===== src/rtl/regfile_scan_reader.sv =====
// Read-side sequencer for the register bank: walks a block of consecutive
// addresses through the single read port and streams words out on valid/ready.
module regfile_scan_reader #(
  parameter int DATA_W = 32,
  parameter int ADDR_W = 4
) (
  input  logic              clk,
  input  logic              reset_n,
  input  logic              start,
  input  logic [ADDR_W-1:0] start_addr,
  input  logic [ADDR_W:0]   count,
  input  logic              abort,
  output logic              rd_en,
  output logic [ADDR_W-1:0] rd_addr,
  input  logic [DATA_W-1:0] rd_data,
  output logic [DATA_W-1:0] out_data,
  output logic [ADDR_W-1:0] out_addr,
  output logic              out_last,
  output logic              out_valid,
  input  logic              out_ready,
  output logic              busy,
  output logic              done
);
  localparam logic [ADDR_W:0] DEPTH = (ADDR_W+1)'(2**ADDR_W);

  typedef enum logic [2:0] {IDLE, ISSUE, CAPT, SEND, DONE} state_t;

  state_t            state, state_nxt;
  logic [ADDR_W-1:0] cur_addr;
  logic [ADDR_W:0]   remaining;
  logic [ADDR_W:0]   eff_count;
  logic              hs;

  // zero or oversize requests mean a full sweep of the bank
  assign eff_count = (count == '0 || count > DEPTH) ? DEPTH : count;
  assign hs        = (state == SEND) && out_ready;
  assign rd_addr   = cur_addr;

  always_ff @(posedge clk or negedge reset_n)
    if (!reset_n) state <= IDLE;
    else          state <= state_nxt;

  always_comb begin
    state_nxt = state;
    rd_en     = 1'b0;
    out_valid = 1'b0;
    busy      = 1'b1;
    done      = 1'b0;
    case (state)
      IDLE: begin
        busy = 1'b0;
        if (start) state_nxt = ISSUE;
      end
      ISSUE: begin
        rd_en     = 1'b1;
        state_nxt = CAPT;
      end
      CAPT: state_nxt = SEND;
      SEND: begin
        out_valid = 1'b1;
        if (hs) state_nxt = out_last ? DONE : ISSUE;
      end
      DONE: begin
        done      = 1'b1;
        state_nxt = IDLE;
      end
      default: state_nxt = IDLE;
    endcase
    // abort wins over everything; a same-cycle handshake still counts below
    if (abort && (state == ISSUE || state == CAPT || state == SEND))
      state_nxt = DONE;
  end

  always_ff @(posedge clk or negedge reset_n)
    if (!reset_n) begin
      cur_addr  <= '0;
      remaining <= '0;
      out_data  <= '0;
      out_addr  <= '0;
      out_last  <= 1'b0;
    end else begin
      if (state == IDLE && start) begin
        cur_addr  <= start_addr;
        remaining <= eff_count;
      end
      if (state == CAPT) begin
        out_data <= rd_data;
        out_addr <= cur_addr;
        out_last <= (remaining == (ADDR_W+1)'(1));
      end
      if (hs) begin
        remaining <= remaining - (ADDR_W+1)'(1);
        cur_addr  <= cur_addr + ADDR_W'(1);
      end
    end
endmodule


===== config.mk =====
export PLATFORM = sky130hd
export DESIGN_NAME = regfile_scan_reader
export DESIGN_NICKNAME = d
export VERILOG_FILES = /design/src/rtl/regfile_scan_reader.sv
export SDC_FILE = /design/constraint.sdc
export NUM_CORES = 1
export LEC_CHECK = 0
export BUFFER_PORTS_ARGS = -buffer_cell sky130_fd_sc_hd__buf_2
export CAP_MARGIN = 20
export CORE_ASPECT_RATIO = 2
export CORE_MARGIN = 10
export CORE_UTILIZATION = 51
export CTS_CLUSTER_DIAMETER = 40
export DETAILED_ROUTE_END_ITERATION = 8
export GPL_TIMING_DRIVEN = 0
export PLACE_DENSITY = 0.85
export SLEW_MARGIN = 20
export SYNTH_ARGS = -nofsm -noshare
export SYNTH_HDL_FRONTEND = slang
export SYNTH_SLANG_ARGS = --single-unit

===== constraint.sdc =====
create_clock -name clk -period 3.6 [get_ports clk]
set_clock_uncertainty 0.1 [all_clocks]
set_input_delay 0.18 -clock clk [delete_from_list [all_inputs] [get_ports clk]]
set_output_delay 0.18 -clock clk [all_outputs]
set_load 0.005 [all_outputs]

==> out/metrics.cfg <==
[sta]
tightestPinTransition_ps = 594
setup_viol = 0
slew_viol_final = 0
hold_viol = 0
clock.fmax_ghz = 0.518
fin_crit_sh_pct = 53.7
fin_crit_ps = 1930
slew_headroom_pct = 60.2
rsz0062_at_grt = false
tns_ps = 0

[synth]
synth_area_sq_um = 2180
yosys-top-cells-count = dfrtp_1 (49), mux2_1 (19), mux2_2 (18), inv_1 (8), nand2_1 (7)
avgSynthCellArea_sq_um = 13.2
synth-seq-cells = 49
yosysTopAreaCellShare_pct = 56.2
synthesis.nets = 215
synthCells = 165
synth.distinct_cells = 36
yosysTopAreaCell = dfrtp_1
async_flop_share_pct = 100
synth_warnings = 0
ys_top_cells_by_area = dfrtp_1 (56%), mux2_1 (9.8%), mux2_2 (9.3%)
ys.flop_type = dfrtp_1
synth_edf_count = 0
ys_seq_area_share_pct = 56.2
post-synth-top-count-cell = dfrtp_1

[cts]
cts_resized = 0
cts_root_buf = clkbuf_8
insertion_delay_ps = 290
cts_setup_buffers = 0
cts.clk_slew.worst_paths_ps = 80
cts_buffer_depth = 2
h-tree-depth = 2
cts_tree = yes
numCtsBuffers = 5
ctsHoldBuffers = 8
clock_sinks = 49

[floorplan]
rows = 33
num_io_pins = 91
initial_core_util_pct = 52.9
die_area_sq_um = 7460
die_w_um = 66.3
dieHeight_um = 113
core_area_sq_um = 4130

[critical_path]
reg2reg_from = state[0]
max_stage_delay_ps = 400
crit_path_top_delay_cell = dfrtp_1
worst-path-max-fanout = 10
cp_cell_sequence = buf_6 > nor3b_1 > buf_4 > buf_4 > mux2_1
reg2reg_setup_slack_ps = 1670
r2r_end = out_data[2]
start_kind = register
arrival_ps = 2000
required_ps = 3670
endpoint_kind = register
worst_path_most_repeated_cell = buf_4
ff2ff_path_depth = 5
worstSetupPathType = register to register

[detailed_routing]
via_per_inst = 5.16
routed_wl_um = 5330
drt_pass1_iterations = 4
drc = 0
first_iter_violations = 42
postRouteAntennaNets = 0
wl_per_cell_um = 16.4
vias = 1676

[pwr]
cellLeakagePower_nw = 1.44
power.density_nw_per_um2 = 805
power_w = 0.00235
ir_drop_mv = 0.606

[flow_run]
maxCapViolCount = 0

[placement]
port-buffer-count = 90
place_hpwl_um = 4180
dpl.cell_count = 307
place_congestion = 0.748

[global_routing]
grt_pass1_wl_um = 8250
grt.overflow.total = 0
grt_antenna_before_repair = 0
grt_max_degree = 50
grt_pass1_vias = 1734
track_usage_pct = 13.9

[finish]
n_antenna_cell = 0
layout-drive-gt1-share_pct = 46.9
fin_cells = 325
post-route-util_pct = 70.7
final_nets = 322
area_growth_pct = 33.6

[hold_path]
holdPathStages = 2
worstHoldStart = rd_data[4]
min_to = out_data[4]
hold_class = input pin to register

[outcome]
outcome = finished, final reports clean

report_power, final:
part	internal [W]	switching, W	leakage [nW]
Combinational	0.000535	0.000429	0.801
Clock	0.000226	0.000164	0.0585
Sequential	0.000827	0.000167	0.586
Total	0.00159	0.000759	1.44
worst max-delay path by stage:
stage / from / to / slack (ps)
floorplan: state[0] / out_addr[2] / 1960
global placement: state[0] / out_data[7] / 1710
detailed placement: state[0] / out_data[2] / 1690
CTS: state[0] / out_data[2] / 1670
global route: state[0] / out_data[5] / 1600
finish: state[0] / out_data[2] / 1670
cell usage in the layout, fill, tap and decap left out, types with 2 or more instances in the layout:
master,count
buf_4,4
clkbuf_8,6
a211oi_1,3
nand2b_1,2
mux2_2,18
nand2_1,7
and3_1,3
nor3b_1,3
buf_6,2
a21oi_1,5
nor3_1,3
buf_2,93
dfrtp_1,49
nor2_1,4
ha_1,4
dlygate4sd3_1,10
mux2i_1,5
nand3_1,2
o21ai_0,3
mux2_1,19
clkbuf_1,2
a211o_1,2
inv_1,8
metrics by stage:
stage               hold WS, ps  setup slack [ps]  cell area, sq um
detailed placement          301              1690              2700
global placement            296              1710              2700
CTS                       0.770              1670              2900
floorplan                  -216              1960              2180
global route               2.17              1600              2920
finish                     7.92              1670              2920
cell type report:
class | count | area (sq um)
Buffer | 10 | 68.8
Clock buffer | 7 | 86.3
Clock inverter | 1 | 30.0
Fill cell | 330 | 1210
Inverter | 8 | 30.0
Multi-Input combinational cell | 98 | 858
Sequential cell | 49 | 1230
Tap cell | 52 | 65.1
Timing Repair Buffer | 100 | 553
registers in the layout, summed over array words and instances (netlist names):
name       count
remaining      5
out_addr       4
out_data      32
out_last       1
state          3
rd_addr        4
worst max-delay path: cells and delay by family, from the launching register on:
kind	cells	cell delay (ps)
mux	1	350
simple gates	1	340
flops	1	400
buf+inv	3	620
cell families after synthesis:
kind of cell / Yosys count / share of synthesized area [%]
adders and majority gates: 4 / 2.29
muxes: 42 / 21.4
DFF: 49 / 56.2
AOI/OAI and AO/OA: 20 / 6.42
buffers and inverters: 18 / 4.53
and+or+nand+nor: 32 / 9.23
routing by layer:
| metal | up-vias | wire (um) | global-route usage, % |
|---|---|---|---|
| li1 | 798 | - | - |
| met1 | 816 | 1820 | 12.4 |
| met2 | 53 | 3060 | 26.5 |
| met3 | 9 | 342 | 5.08 |
| met4 | 0 | 108 | 5.06 |
| met5 | - | 0 | 0 |
Power figures use the tool's default switching activity.
